[src/rtl/instr_fetch_unit.sv]
// Instruction fetch unit: reads one 32-bit word per instruction from a
// stallable memory bus, presents it byte-reversed to the decoder, and then
// waits for the decoder to retire it before moving the PC forward.
module instr_fetch_unit (
  input  logic        clk,
  input  logic        rst_n,
  output logic [31:0] mem_address,
  output logic        mem_read,
  input  logic        mem_waitrequest,
  input  logic [31:0] mem_readdata,
  output logic [31:0] instr,
  output logic        instr_valid,
  input  logic        instr_done,
  input  logic        pc_load,
  input  logic [31:0] pc_target,
  output logic [31:0] pc,
  output logic [31:0] pc_plus4,
  output logic        active,
  output logic        fault
);

  localparam logic [31:0] RESET_PC = 32'hBFC0_0000;

  typedef enum logic [1:0] {
    FETCH  = 2'd0,
    HOLD   = 2'd1,
    HALTED = 2'd2
  } state_t;

  state_t      state;
  state_t      state_next;
  logic [31:0] next_pc;
  logic        target_zero;
  logic        target_misaligned;

  // Memory delivers little-endian words; the decoder expects big-endian.
  function automatic logic [31:0] byte_swap(input logic [31:0] w);
    byte_swap = {w[7:0], w[15:8], w[23:16], w[31:24]};
  endfunction

  assign pc_plus4          = pc + 32'd4;
  assign mem_address       = pc;
  assign next_pc           = pc_load ? pc_target : pc_plus4;
  assign target_zero       = (next_pc == 32'h0000_0000);
  assign target_misaligned = (next_pc[1:0] != 2'b00);

  // State, PC, instruction and fault registers; reset wins over everything.
  always_ff @(posedge clk) begin
    if (!rst_n) begin
      state <= FETCH;
      pc    <= RESET_PC;
      instr <= 32'h0000_0000;
      fault <= 1'b0;
    end else begin
      state <= state_next;
      if (state == FETCH && !mem_waitrequest) begin
        instr <= byte_swap(mem_readdata);
      end
      if (state == HOLD && instr_done) begin
        // A misaligned target halts with the faulting PC left in place so the
        // offending instruction can still be identified.
        if (target_misaligned) begin
          fault <= 1'b1;
        end else begin
          pc <= next_pc;
        end
      end
    end
  end

  // Next-state and bus/decoder handshake outputs.
  always_comb begin
    state_next  = state;
    mem_read    = 1'b0;
    instr_valid = 1'b0;
    case (state)
      FETCH: begin
        mem_read = 1'b1;
        if (!mem_waitrequest) begin
          state_next = HOLD;
        end
      end
      HOLD: begin
        instr_valid = 1'b1;
        if (instr_done) begin
          if (target_zero || target_misaligned) begin
            state_next = HALTED;
          end else begin
            state_next = FETCH;
          end
        end
      end
      HALTED: begin
        state_next = HALTED;
      end
      default: begin
        state_next = FETCH;
      end
    endcase
    // While reset is held the bus and decoder see an idle but live unit.
    if (!rst_n) begin
      mem_read    = 1'b0;
      instr_valid = 1'b0;
    end
    active = !rst_n || (state != HALTED);
  end

endmodule

[config.mk]
export PLATFORM = sky130hd
export DESIGN_NAME = instr_fetch_unit
export DESIGN_NICKNAME = d
export VERILOG_FILES = /design/src/rtl/instr_fetch_unit.sv
export SDC_FILE = /design/constraint.sdc
export NUM_CORES = 1
export LEC_CHECK = 0
export ABC_AREA = 1
export CAP_MARGIN = 0
export CORE_UTILIZATION = 38
export CTS_BUF_LIST = sky130_fd_sc_hd__clkbuf_2 sky130_fd_sc_hd__clkbuf_4 sky130_fd_sc_hd__clkbuf_8
export DETAILED_ROUTE_END_ITERATION = 16
export GPL_ROUTABILITY_DRIVEN = 1
export PLACE_DENSITY = 0.79
export REMOVE_ABC_BUFFERS = 1
export SLEW_MARGIN = 20
export SYNTH_ARGS = -nofsm -noshare
export SYNTH_HDL_FRONTEND = slang
export SYNTH_SLANG_ARGS = --single-unit
[constraint.sdc]
create_clock -name clk -period 1.7 [get_ports clk]
set_input_delay 0.17 -clock clk [delete_from_list [all_inputs] [get_ports clk]]
set_output_delay 0.17 -clock clk [all_outputs]
set_load 0.03 [all_outputs]
==> flow_summary.yaml, run 1 <==
power:
  power.total_mw: 4.92
  irDropWorstVdd_v: 0.000529
  power_leakage_nw: 4.01
  p_per_area_mw_per_mm2: 620
sta:
  setup_violations: 31
  setup_tns_ns: -7.88
  slew_headroom: 0.717
  finalMaxSlewViolations: 0
  clock_skew_ns: 0.0138
  rsz0062_at_grt: "true"
  fin_crit_sh: 1.27
  hold_violations: 0
  layout_setup_ws_ns: -0.455
  layout_min_cycle_time_ns: 2.15
  holdWs_ns: 0.403
  tightest_slew_ns: 0.423
  clock.fmax_ghz: 0.464
finish:
  antenna_cells: 0
  layout_common_cells: "128 x buf_4, 116 x nand2_1, 111 x clkdlybuf4s50_1, 98 x nor2_1, 53 x dfxtp_1"
  drive_above_1_share: 0.357
  areaGrowthSynthToFinish_pct: 93.0
  fin_area_mm2: 0.00794
  mostFrequentLayoutCell: "buf_4"
  final_cells: 1096
  finalNetCount: 1025
setup_path:
  max_stage_delay_ns: 0.42
  cp-endpoint: "pc_plus4[30]"
  path_delay_family: "simple AND/OR/NAND/NOR gates"
  timing.rr.end: "state[1]"
  critPathKind: "reg -> out"
  timing.rr.start: "mem_address[3]"
  crit_buf_inv: 3
  cp.arrival_ns: 1.98
  crit_required_ns: 1.53
  critPathCaptureType: "output port"
  critPathSlowestCell: "dfxtp_1"
  cp-start-kind: "register"
  cp_num_cells: 8
  startpoint: "mem_address[5]"
  critPathMaxFanout: 5
  reg2regPathDepth: 18
  path_cells: "inv_1, nor2_4, nand3_2, nor2_1, nand2_1, buf_4, nand2_2, buf_6"
  r2r_setup_slack_ns: -0.44
clocking:
  numCtsBuffers: 9
  clock_latency_ns: 0.35
  root_buffer: "clkbuf_8"
  cts_tree: "built"
  clk_pin_slew_ns: 0.08
  clock-sinks: 67
  hold_buffers: 0
  clock_path_buffers: 2
  htreeDepth: 3
run:
  maxCapViolations: 0
die:
  die_width_um: 106
  initial_utilization: 0.395
  dieArea_mm2: 0.0112
  io_pins: 201
  core_area_mm2: 0.0104
  num_rows: 37
  die_y_um: 106
drt:
  first_iter_violations: 275
  wl_um: 17200
  num_vias: 5547
  drc: 0
  drt-vias-per-instance: 5.06
  ant_nets: 0
  first_pass_iters: 5
  wl_per_cell_um: 15.7
placed_design:
  io_buffers: 200
  dp_hpwl_um: 12400
  gp_congestion: 0.930
  dpl_cell_area_mm2: 0.00687
  dp_cells: 1060
synthesis:
  ys_types: 30
  syn_area_per_cell_um2: 6.21
  ys_seq_elements: 67
  yosysWarnings: 0
  syn_inst: 662
  syn_area_mm2: 0.00411
  ys_seq_area_frac: 0.326
global_routing:
  grt_pass1_vias: 5430
  grt_pass1_wl_um: 25700
  grt_start_max_net_pins: 39
  grt_overflow: 0
  antenna_found_initial: 0
  grt_usage: 0.290
min_path:
  hp-class: "in -> reg"
status:
  violations: "setup timing"
  run_status: "complete, but fails checks"
==> per-layer routing <==
| metal | vias up | part of all wire | track usage |
|---|---|---|---|
| met3 | 62 | 0.092 | 0.0748 |
| met2 | 273 | 0.50 | 0.508 |
| li1 | 2654 | - | - |
| met1 | 2558 | 0.37 | 0.321 |
| met4 | 0 | 0.042 | 0.151 |
| met5 | - | 0 | 0 |
==> worst min-delay path by stage <==
| stage | start | endpoint | slack, ns | cells after the start |
|---|---|---|---|---|
| 6_report | mem_readdata[17] | instr[9] | 0.40 | 3 |
| 5_1_grt | mem_readdata[19] | instr[11] | 0.39 | 3 |
| 4_1_cts | mem_readdata[19] | instr[11] | 0.39 | 3 |
| 3_5_place_dp | fault | fault | 0.49 | 2 |
| 3_3_place_gp | mem_address[1] | mem_address[1] | 0.48 | 2 |
| 2_1_floorplan | rst_n | mem_address[22] | 0.27 | 1 |
==> registers in the layout, summed over array words and instances (netlist names) <==
register	count
fault	1
instr	32
mem_address	32
state	2
==> synth_stat cells <==
cell,number,area share
nand2_2,7,0.011
nor2_2,5,0.0076
buf_1,1,0.00091
nand3_1,45,0.055
nor3_1,2,0.0024
xor2_1,1,0.0021
nand2_1,163,0.15
nor2_1,117,0.11
inv_1,55,0.050
o21ai_0,58,0.071
nand2_4,1,0.0027
and2_1,10,0.015
buf_2,6,0.0073
a211oi_1,2,0.0036
dfxtp_1,67,0.33
a31oi_1,4,0.0061
nand3b_1,5,0.0091
a21oi_1,21,0.026
nor2_4,6,0.016
mux2i_1,1,0.0024
clkbuf_1,18,0.016
and3_1,1,0.0015
or2_2,16,0.024
ha_1,1,0.0030
buf_4,34,0.062
o21ai_1,5,0.0061
o211ai_1,6,0.011
inv_2,1,0.00091
a21oi_2,1,0.0021
nand4_1,2,0.0030
==> timing repair <==
item                       4_1_cts  5_1_grt
pin swaps                       26       29
gates cloned                     0        0
resized for setup              143      111
setup buffers                   13        8
setup endpoints to repair       79       62
==> cell families after synthesis <==
| group | Yosys count | synth area share |
|---|---|---|
| simple gates | 380 | 0.403 |
| buf+inv | 115 | 0.138 |
| compound gates | 97 | 0.125 |
| flops | 67 | 0.326 |
| xor+xnor | 1 | 0.00213 |
| mux | 1 | 0.00243 |
| fa+ha+maj | 1 | 0.00304 |
==> tightest hold or removal path, cell delays in order <==
cell and delay, ns:
clkdlybuf4s50_1 0.39, nor2_1 0.10, nor2_1 0.05
==> layout make-up <==
cell class | instances | area, µm²
Sequential cell | 67 | 1370
Tap cell | 136 | 170
Clock inverter | 6 | 114
Multi-Input combinational cell | 480 | 2710
Fill cell | 715 | 2480
Clock buffer | 10 | 131
Timing Repair Buffer | 341 | 3230
Inverter | 56 | 213
==> metrics by stage <==
stage	util	setup WS, ns
2_1_floorplan	-	-1.03
3_3_place_gp	0.660	-0.522
3_5_place_dp	0.660	-0.545
4_1_cts	0.721	-0.335
5_1_grt	0.762	-0.596
6_report	0.762	-0.455
==> report_power, final <==
group / leakage (nW) / internal, mW / switching, mW
Sequential: 0.557 / 1.67 / 0.0764
Combinational: 3.34 / 0.679 / 0.840
Clock: 0.116 / 0.993 / 0.659
No activity file was read; power rests on OpenSTA's default activity.
==> inputs of run 2 (changes only) <==
--- a/config.mk
+++ b/config.mk
@@ -10,7 +10,8 @@
 export CORE_UTILIZATION = 38
 export CTS_BUF_LIST = sky130_fd_sc_hd__clkbuf_2 sky130_fd_sc_hd__clkbuf_4 sky130_fd_sc_hd__clkbuf_8
 export DETAILED_ROUTE_END_ITERATION = 16
-export GPL_ROUTABILITY_DRIVEN = 1
+export GPL_ROUTABILITY_DRIVEN = 0
+export MAX_ROUTING_LAYER = met4
 export PLACE_DENSITY = 0.79
 export REMOVE_ABC_BUFFERS = 1
 export SLEW_MARGIN = 20
==> flow_summary.yaml, run 2 (synthesized netlist as in run 1, its figures left out) <==
status:
  run_status: "complete, but fails checks"
  violations: "setup timing"
drt:
  ant_nets: 0
  drt-vias-per-instance: 5.46
  wl_per_cell_um: 17.9
  first_pass_iters: 6
  first_iter_violations: 486
  drc: 0
  wl_um: 19900
  num_vias: 6046
setup_path:
  r2r_setup_slack_ns: -0.64
  timing.rr.start: "mem_address[6]"
  cp.arrival_ns: 2.64
  startpoint: "mem_address[6]"
  critPathKind: "reg -> reg"
  path_common_cell: "nand2_1"
  critPathMaxFanout: 3
  cp-endpoint: "state[1]"
  critPathSlowestCell: "dfxtp_2"
  max_stage_delay_ns: 0.38
  cp-start-kind: "register"
  critPathCaptureType: "register"
  crit_required_ns: 2.00
  path_cells: "nand2_1, nor2_2, nand3_4, nand2_2, nand3_1, nand2_1, nand2_1, nor2_2, nand3_1, nor2_1, nand2_1, nand2_2, nand2_2, a21oi_2"
  reg2regPathDepth: 14
  timing.rr.end: "state[1]"
power:
  irDropWorstVdd_v: 0.000501
  intPower_mw: 3.20
  power.total_mw: 4.87
  p_seq_frac: 0.360
  swShare: 0.344
  power_leakage_nw: 3.95
  p_per_area_mw_per_mm2: 604
  clock_power_share: 0.320
  p_sw_mw: 1.68
  p_comb_frac: 0.320
die:
  dieArea_mm2: 0.0112
  die_width_um: 106
  num_rows: 37
  io_pins: 201
  initial_utilization: 0.395
  die_y_um: 106
  core_area_mm2: 0.0104
sta:
  slew_headroom: 0.621
  finalMaxSlewViolations: 0
  holdWs_ns: 0.391
  clock_skew_ns: 0.0139
  hold_violations: 0
  clock.fmax_ghz: 0.428
  tightest_slew_ns: 0.563
  setup_violations: 38
  layout_setup_ws_ns: -0.636
  setup_tns_ns: -10.89
  layout_min_cycle_time_ns: 2.34
  fin_crit_sh: 1.37
  rsz0062_at_grt: "true"
global_routing:
  grt_overflow: 0
  met3_usage: 0.0576
  grt_start_max_net_pins: 36
  use_met1: 0.337
  grt-busiest-layer: "met2"
  grt_usage: 0.312
  antenna_found_initial: 0
  gr-usage-met2: 0.529
  grt_pass1_wl_um: 26800
  grt_pass1_vias: 5691
finish:
  mostFrequentLayoutCell: "buf_4"
  layout_common_cells: "124 x buf_4, 112 x clkdlybuf4s50_1, 111 x nand2_1, 97 x nor2_1, 51 x inv_1"
  antenna_cells: 0
  final_cells: 1108
  areaGrowthSynthToFinish_pct: 96.2
  drive_above_1_share: 0.373
  utilization: 0.775
  finalNetCount: 1037
  fin_area_mm2: 0.00807
clocking:
  root_buffer: "clkbuf_8"
  hold_buffers: 0
  clock_latency_ns: 0.36
  clk_pin_slew_ns: 0.09
  clock_path_buffers: 2
  htreeDepth: 3
  cts_tree: "built"
  numCtsBuffers: 9
  clock-sinks: 67
placed_design:
  dp_cells: 1056
  dpl_cell_area_mm2: 0.00685
  io_buffers: 200
  dp_slack_ns: -0.515
  dp_hpwl_um: 12200
min_path:
  hp-class: "in -> reg"
run:
  maxCapViolations: 0
-- run 2: cell count changes in the layout (fill, tap and decap cells not counted), sizes merged --
cell	change
buf	+12
bufinv	-1
clkbuf	-1
clkdlybuf4s15	+2
clkdlybuf4s50	+1
clkinvlp	-1
dlygate4sd2	+6
dlymetal6s2s	-9
inv	+3
-- run 2: layout make-up --
class                           count  area (µm²)
Clock buffer                        9         124
Clock inverter                      7        98.8
Fill cell                         666        2350
Inverter                           56         213
Multi-Input combinational cell    480        2720
Sequential cell                    67        1370
Tap cell                          136         170
Timing Repair Buffer              353        3370
-- run 2: worst min-delay path by stage --
stage	start	slack (ns)	to	cells past startpoint
global placement	instr[8]	0.49	instr[8]	2
detailed placement	mem_address[0]	0.50	mem_address[0]	2
finish	mem_readdata[19]	0.39	instr[11]	3
floorplan	rst_n	0.27	mem_address[22]	1
global route	mem_readdata[17]	0.40	instr[9]	3
CTS	mem_readdata[20]	0.39	instr[12]	3
-- run 2: power by group through the flow --
stage          combinational [mW]  clock (mW)  sequential [mW]
3_3_place_gp                 1.42           0             1.77
6_report                     1.56        1.56             1.75
4_1_cts                      1.46        1.56             1.75
3_5_place_dp                 1.44           0             1.78
2_1_floorplan               0.386           0             2.05
5_1_grt                      1.64        1.64             1.77
-- run 2: critical path, delay by kind of cell (launching register included) --
| kind | cells | cell delay, ns |
|---|---|---|
| simple gates | 13 | 1.74 |
| compound gates | 1 | 0.12 |
| flops | 1 | 0.38 |
-- run 2: repair_timing --
| action | CTS | global route |
|---|---|---|
| cloned | 0 | 0 |
| setup buffers | 20 | 21 |
| endpoints found under the setup margin | 91 | 68 |
| pin swaps | 30 | 51 |
| resized for setup | 157 | 124 |
-- run 2: layer usage --
metal | routed length [µm] | vias up | share of wire
met5 | 0 | - | 0
met4 | 1380 | 0 | 0.069
met3 | 1970 | 137 | 0.099
met2 | 9650 | 475 | 0.49
met1 | 6880 | 2758 | 0.35
li1 | - | 2676 | -
